[src/rtl/alu_cmd_sequencer.sv]
// alu_cmd_sequencer
// ------------------------------------------------------------------------
// Command-side initiator for a combinational ALU. It accepts register-based
// ALU commands on a valid/ready channel and keeps a 4-entry register file
// (r0 is hard-wired to zero). For each command it drives registered operands
// and an opcode to the ALU. One cycle later it captures the ALU result and
// writes it back. The result is then returned on a valid/ready response
// channel. Only one command is in flight at a time.
//
// Ports
//   clk, rst_n                 clock, asynchronous active-low reset
//   cmd_valid / cmd_ready      command handshake
//   cmd_op, cmd_dst, cmd_src1, cmd_src2, cmd_use_imm, cmd_imm
//                              command fields (opcode, register indices,
//                              immediate select and immediate value)
//   alu_operand1/2, alu_aluop  registered ALU inputs
//   alu_result, alu_overflow   combinational ALU outputs
//   rsp_valid / rsp_ready      response handshake
//   rsp_data, rsp_overflow     captured result and masked overflow
//   ovf_sticky, ovf_clear      sticky overflow flag and its clear
// ------------------------------------------------------------------------
module alu_cmd_sequencer #(
    parameter int WIDTH = 32
) (
    input  logic             clk,
    input  logic             rst_n,
    input  logic             cmd_valid,
    output logic             cmd_ready,
    input  logic [2:0]       cmd_op,
    input  logic [1:0]       cmd_dst,
    input  logic [1:0]       cmd_src1,
    input  logic [1:0]       cmd_src2,
    input  logic             cmd_use_imm,
    input  logic [WIDTH-1:0] cmd_imm,
    output logic [WIDTH-1:0] alu_operand1,
    output logic [WIDTH-1:0] alu_operand2,
    output logic [2:0]       alu_aluop,
    input  logic [WIDTH-1:0] alu_result,
    input  logic             alu_overflow,
    output logic             rsp_valid,
    input  logic             rsp_ready,
    output logic [WIDTH-1:0] rsp_data,
    output logic             rsp_overflow,
    output logic             ovf_sticky,
    input  logic             ovf_clear
);

    typedef enum logic [1:0] {
        ST_IDLE = 2'd0,
        ST_EXEC = 2'd1,
        ST_RESP = 2'd2
    } state_t;

    localparam logic [2:0] OP_ADD = 3'b101;
    localparam logic [2:0] OP_SUB = 3'b110;

    state_t           state_q, state_d;
    logic [WIDTH-1:0] op1_q, op1_d;
    logic [WIDTH-1:0] op2_q, op2_d;
    logic [2:0]       aluop_q, aluop_d;
    logic [1:0]       dst_q, dst_d;
    logic [WIDTH-1:0] rsp_data_q, rsp_data_d;
    logic             rsp_ovf_q, rsp_ovf_d;
    logic             sticky_q, sticky_d;
    logic [WIDTH-1:0] rf_q [1:3];
    logic [WIDTH-1:0] rf_d [1:3];

    logic             accept;
    logic             ovf_masked;
    logic [WIDTH-1:0] src1_val;
    logic [WIDTH-1:0] src2_val;

    // State register.
    always_ff @(posedge clk or negedge rst_n) begin
        if (!rst_n) begin
            state_q <= ST_IDLE;
        end else begin
            state_q <= state_d;
        end
    end

    // Next-state logic: IDLE -> EXEC on accept, EXEC -> RESP always,
    // RESP -> IDLE once the consumer takes the response.
    always_comb begin
        state_d = state_q;
        unique case (state_q)
            ST_IDLE: if (cmd_valid) state_d = ST_EXEC;
            ST_EXEC: state_d = ST_RESP;
            ST_RESP: if (rsp_ready) state_d = ST_IDLE;
            default: state_d = ST_IDLE;
        endcase
    end

    // Output decode of the state register.
    always_comb begin
        cmd_ready = (state_q == ST_IDLE);
        rsp_valid = (state_q == ST_RESP);
    end

    assign accept = (state_q == ST_IDLE) && cmd_valid;

    // Overflow is only meaningful for add/sub. The ALU's flag is ignored
    // for every other opcode in case it is not driven to 0 there.
    assign ovf_masked = alu_overflow && ((aluop_q == OP_ADD) || (aluop_q == OP_SUB));

    // Register file read ports; r0 always reads as zero.
    always_comb begin
        src1_val = '0;
        unique case (cmd_src1)
            2'd1:    src1_val = rf_q[1];
            2'd2:    src1_val = rf_q[2];
            2'd3:    src1_val = rf_q[3];
            default: src1_val = '0;
        endcase
    end

    always_comb begin
        src2_val = '0;
        unique case (cmd_src2)
            2'd1:    src2_val = rf_q[1];
            2'd2:    src2_val = rf_q[2];
            2'd3:    src2_val = rf_q[3];
            default: src2_val = '0;
        endcase
    end

    // Datapath next-state. Operands latch on accept and otherwise hold.
    // The result is captured and written back on the EXEC edge. That edge
    // always comes before the next accept, so no forwarding path is needed.
    always_comb begin
        op1_d      = op1_q;
        op2_d      = op2_q;
        aluop_d    = aluop_q;
        dst_d      = dst_q;
        rsp_data_d = rsp_data_q;
        rsp_ovf_d  = rsp_ovf_q;
        sticky_d   = sticky_q;
        rf_d       = rf_q;

        if (accept) begin
            op1_d   = src1_val;
            op2_d   = cmd_use_imm ? cmd_imm : src2_val;
            aluop_d = cmd_op;
            dst_d   = cmd_dst;
        end

        if (ovf_clear) begin
            sticky_d = 1'b0;
        end

        if (state_q == ST_EXEC) begin
            rsp_data_d = alu_result;
            rsp_ovf_d  = ovf_masked;
            // A new overflow beats a simultaneous clear.
            if (ovf_masked) begin
                sticky_d = 1'b1;
            end
            unique case (dst_q)
                2'd1:    rf_d[1] = alu_result;
                2'd2:    rf_d[2] = alu_result;
                2'd3:    rf_d[3] = alu_result;
                default: ;
            endcase
        end
    end

    // Datapath registers.
    always_ff @(posedge clk or negedge rst_n) begin
        if (!rst_n) begin
            op1_q      <= '0;
            op2_q      <= '0;
            aluop_q    <= '0;
            dst_q      <= '0;
            rsp_data_q <= '0;
            rsp_ovf_q  <= 1'b0;
            sticky_q   <= 1'b0;
            for (int i = 1; i <= 3; i++) begin
                rf_q[i] <= '0;
            end
        end else begin
            op1_q      <= op1_d;
            op2_q      <= op2_d;
            aluop_q    <= aluop_d;
            dst_q      <= dst_d;
            rsp_data_q <= rsp_data_d;
            rsp_ovf_q  <= rsp_ovf_d;
            sticky_q   <= sticky_d;
            rf_q       <= rf_d;
        end
    end

    assign alu_operand1 = op1_q;
    assign alu_operand2 = op2_q;
    assign alu_aluop    = aluop_q;
    assign rsp_data     = rsp_data_q;
    assign rsp_overflow = rsp_ovf_q;
    assign ovf_sticky   = sticky_q;

endmodule
[config.mk]
export PLATFORM = sky130hd
export DESIGN_NAME = alu_cmd_sequencer
export DESIGN_NICKNAME = d
export VERILOG_FILES = /design/src/rtl/alu_cmd_sequencer.sv
export SDC_FILE = /design/constraint.sdc
export NUM_CORES = 1
export LEC_CHECK = 0
export BUFFER_PORTS_ARGS = -buffer_cell sky130_fd_sc_hd__buf_4
export CAP_MARGIN = 20
export CORE_MARGIN = 4
export CORE_UTILIZATION = 45
export DETAILED_ROUTE_END_ITERATION = 16
export PLACE_DENSITY = 0.7
export SLEW_MARGIN = 5
export SYNTH_ARGS = -nofsm -noshare
export SYNTH_HDL_FRONTEND = slang
export SYNTH_SLANG_ARGS = --single-unit
[constraint.sdc]
create_clock -name clk -period 1.7 [get_ports clk]
set_input_delay 0.085 -clock clk [delete_from_list [all_inputs] [get_ports clk]]
set_output_delay 0.085 -clock clk [all_outputs]
set_load 0.01 [all_outputs]
==> Yosys cells after proc, flatten, opt, wreduce, memory -nomap -nowiden <==
Cells that the tools add are included.
{ "op_classes": {"addsub": 0, "mul": 0, "n_div": 0, "order_cmp": 0, "eq_ne": 15, "shift": 0, "muxes": 9, "bitwise_logic": 0, "reduce_logical": 8} }
{ "ops": {"columns": ["operator", "n"], "rows": [
  ["case mux 32 bit (3 select lines)", 2],
  ["2-to-1 mux 32 bit", 1],
  ["equality test 2 bit, second input constant", 7],
  ["equality test 2 x 1 -> 1 bit, second input constant", 4],
  ["AND reduction 2 bit", 4],
  ["equality test 3 bit, second input constant", 2],
  ["case mux 2 bit (3 select lines)", 1],
  ["2-to-1 mux 2 bit", 2],
  ["2-to-1 mux 1 bit", 3],
  ["logical AND 1 bit", 2],
  ["zero test 2 bit", 1],
  ["!= test 2 x 1 -> 1 bit, second input constant", 1],
  ["!= test 2 bit, second input constant", 1],
  ["logical OR 1 bit", 1]
]} }
{ "word_totals": {"ff_bits": 201, "latchBits": 0, "mem_bits_rw": 0, "rom_bits": 0, "inputBits": 80, "out_inout_bits": 103, "word_cells": 43, "mem_count": 0} }

==> Logic depth before layout (Yosys ltp) <==
{ "depth": {"word_depth": 5, "depth_mapped": 6, "depth_no_buf": 3} }

==> Worst setup path after synthesis <==
No wires, ideal clock.
{ "synth_path": {"path_kind": "register to register", "from": "reg state_q[1]", "to": "reg rf_q[85] (netlist name)", "setup_ps": 125, "arrival_ps": 1481, "required_time_ps": 1575, "setup_slack_ps": 94, "stages_incl_launch_ff": 6, "n_path_buf": 2, "period_less_slack_ps": 1606, "cell_sequence": "dfrtp_1 -> nand2b_1 -> buf_6 -> nor3b_4 -> buf_6 -> mux2_2"} }
{ "synth_via": {"elab_chain_len": 2} }
{ "synth_lines": {"columns": ["item", "line", "source"], "rows": [
  ["start, declared", "57", "state_t state_q, state_d;"],
  ["start signal, assigned", "78", "state_q <= state_d;"],
  ["equality test 2 x 1 -> 1 bit", "151", "if (state_q == ST_EXEC) begin"],
  ["AND reduction 2 bit (no source line)", null, null],
  ["end signal, assigned", "188", "rf_q <= rf_d;"],
  ["end, declared", "65", "logic [WIDTH-1:0] rf_q [1:3];"]
]} }
No other way between the ends.
A chain may end at the register's enable or synchronous reset.

==> Worst setup path in the final report <==
{ "layout_path": {"from": "reg state_q[1]", "to": "reg rf_q[81] (netlist name)"} }
Same word-level chain as after synthesis.

==> results.toml <==
[setup_path]
critPathKind = "flip-flop to flip-flop"
cp-start-kind = "flip-flop"
worst-path-buf-inv = 1
crit_path_cell_trace = "nand2b_2 > nor3b_4 > buf_4 > mux2_2"
cp_top_family = "simple AND/OR/NAND/NOR gates"
critical-path-max-stage-delay_ns = 0.37
arrival_ns = 1.99
critPathSlowestCell = "dfrtp_1"
cp-end-kind = "flip-flop"
crit_path_max_fanout = 8
crit_required_ns = 2.09

[sta]
maxSlewHeadroom_pct = 57.44
fin_skew_ns = 0.01598
tightest_slew_ns = 0.6384
finalSetupViolations = 0
fmax_mhz = 626.9
rsz0062_at_grt = "false"
hold_ws_ns = 0.05830
timing.setup.tns_ns = 0
drv_slew = 0
post-route-worst-setup-slack_ns = 0.1050
hold_violations = 0
fin_crit_sh_pct = 93.83
min_period_ns = 1.595

[cts]
htreeDepth = 1
cts_buffer_depth = 3
cts_buffers = 23
cts_setup_buffers = 0
cts_tree = "yes"
cts_root_buf = "clkbuf_16"
cts_sinks = 201
path_clk_slew_ns = 0.06
clock_latency_ns = 0.51

[min_path]
holdCritPathClass = "primary input to flip-flop"

[status]
status = "complete, no violations"

[global_routing]
grt_use_total_pct = 22.54
overflow = 0
grt_pass1_vias = 7301
antenna_found_initial = 0
grt_max_degree = 72
grt_pass1_wl_mm = 40.28

[synth]
synth_xor_xnor_area_share_pct = 0.09662
synth_seq_area_share_pct = 55.49
synth_warnings = 0
synth.area.mux_share_pct = 20.50
synthSimpleGateAreaFrac_pct = 9.993
synth_fa_ha_area_share_pct = 0
yosysMostFrequentCell = "dfrtp_1"
synth_top_area_share_pct = 55.49
synth-main-ff-cell = "dfrtp_1"
synth_top_family_by_area = "multiplexers"
synth-edff-count = 0
synth_nets = 847
yosys-top-cells-area = "dfrtp_1 (55%), mux2_2 (20%), nand2_1 (6.7%)"
async_flop_share_pct = 100.0
syn_avg_cell_area_um2 = 11.82
yosysTopAreaCell = "dfrtp_1"
synthTopCellsByCount = "dfrtp_1 (201), nand2_1 (162), mux2_2 (158)"
ys_ff_latch = 201
synth_compound_area_share_pct = 10.27
syn_area_um2 = 9065
syn_inst = 767
ys_types = 21

[final_layout]
final_nets = 1102
drive_above_1_share_pct = 40.69
n_antenna_cell = 0
final_util_pct = 62.72
area_growth_pct = 35.98
final_cell_count_no_fill = 1302
fillers = 1566

[place]
portBuffers = 182
dp_hpwl_mm = 16.25
gp_congestion = 0.7768
dp_slack_ns = 0.1027
placed_cells = 1189

[route]
wl_per_cell_um = 19.50
drt_iter0_drc = 369
drc_errors = 0
ant_nets = 0
wirelength_mm = 25.40
via_per_inst = 5.336
vias = 6948
first_pass_iters = 4

[floorplanning]
dieArea_um2 = 22480
ioPinCount = 183
start_util_pct = 46.12
die_y_um = 149.9
core_area_um2 = 19650
std_cell_rows = 51
dieWidth_um = 149.9

[power_and_ir_drop]
irDropWorstVdd_uv = 932.3
power_density_nw_per_um2 = 1755
leakagePower_nw = 5.705

[run]
drv_cap = 0
[sequential cells by signal, summed over array words and instances (netlist names)]
signal and cells:
alu_operand1 32, ovf_sticky 1, dst_q 2, alu_aluop 3, rf_q 96, rsp_data 32, rsp_overflow 1, state_q 2
alu_operand2 32
[per-layer routing]
layer / share of wire, % / wire, um / global-route usage [%] / vias up
met3: 6.7 / 1701 / 5.209 / 41
met2: 49 / 12410 / 37.67 / 213
met1: 42 / 10710 / 29.62 / 3462
met4: 2.3 / 573 / 6.176 / 0
met5: 0 / 0 / 0 / -
li1: - / - / - / 3232
[path summary, 6_finish.rpt]
| check | start | end | slack [ns] | cells after the start |
|---|---|---|---|---|
| worst min-delay path | cmd_src1[0] | alu_operand1[24]$_DFFE_PN0P_ | 0.06 | 3 |
| min in group asynchronous | rst_n | rsp_overflow$_DFFE_PN0P_ | 0.13 | 2 |
| worst max-delay path | state_q[1]$_DFFE_PN0P_ | rf_q[81]$_DFFE_PN0P_ | 0.10 | 4 |
| max in group asynchronous | rst_n | rf_q[16]$_DFFE_PN0P_ | 0.97 | 3 |
| worst min register to register | rsp_data[14]$_DFFE_PN0P_ | rsp_data[14]$_DFFE_PN0P_ | 0.47 | 2 |
| worst max register to register | state_q[1]$_DFFE_PN0P_ | rf_q[81]$_DFFE_PN0P_ | 0.10 | 4 |
[area by class of cell]
class | instances | area [um2] | area share (%)
Sequential cell | 201 | 5030 | 40.80
Multi-Input combinational cell | 501 | 3731 | 30.27
Timing Repair Buffer | 292 | 2469 | 20.03
Clock buffer | 30 | 641.9 | 5.207
Tap cell | 265 | 331.6 | 2.690
Clock inverter | 10 | 112.6 | 0.9135
Inverter | 3 | 11.26 | 0.09135
[power breakdown]
| group | total, W | internal, W | switching [W] |
|---|---|---|---|
| combinational | 0.00794 | 0.00435 | 0.00358 |
| clock | 0.00493 | 0.00297 | 0.00196 |
| sequential | 0.00876 | 0.00715 | 0.00161 |
| total | 0.0216 | 0.0145 | 0.00716 |
[timing repair]
| item | CTS | global route |
|---|---|---|
| hold endpoints to repair | 369 | 0 |
| hold buffers | 73 | 0 |
| resized for setup | 0 | 0 |
[cells in the final DEF (no fill, tap or decap), types with 5 or more instances in the layout]
master         netlist  final
nor2b_1             35     32
dfrtp_1            201    201
buf_12               0      7
o21ai_0             31     31
clkbuf_16            0     23
o31ai_1             32     32
a221oi_1            32     32
a22oi_1             32     32
nand2_1            162    162
mux2_2             158    158
dlygate4sd3_1        0     73
clkinv_2             0      5
clkbuf_8             0      5
buf_4                0    211
mux2_1               7      7
[metrics by stage]
stage,power (W),instance area [um2]
global placement,0.01626,10840
finish,0.02163,12330
CTS,0.02175,12330
global route,0.02298,12330
floorplan,0.01306,9065
detailed placement,0.01660,10840
[cell families after synthesis]
kind of cell,after synthesis
and+or+nand+nor,205
DFF,201
muxes,165
AOI/OAI and AO/OA,130
buffers and inverters,65
xor gates and xnor gates,1
[tightest hold or removal path, stage by stage]
cell and delay [ns]:
buf_4 0.21, a22oi_1 0.09, o21ai_0 0.13
No activity file was read; power rests on OpenSTA's default activity.
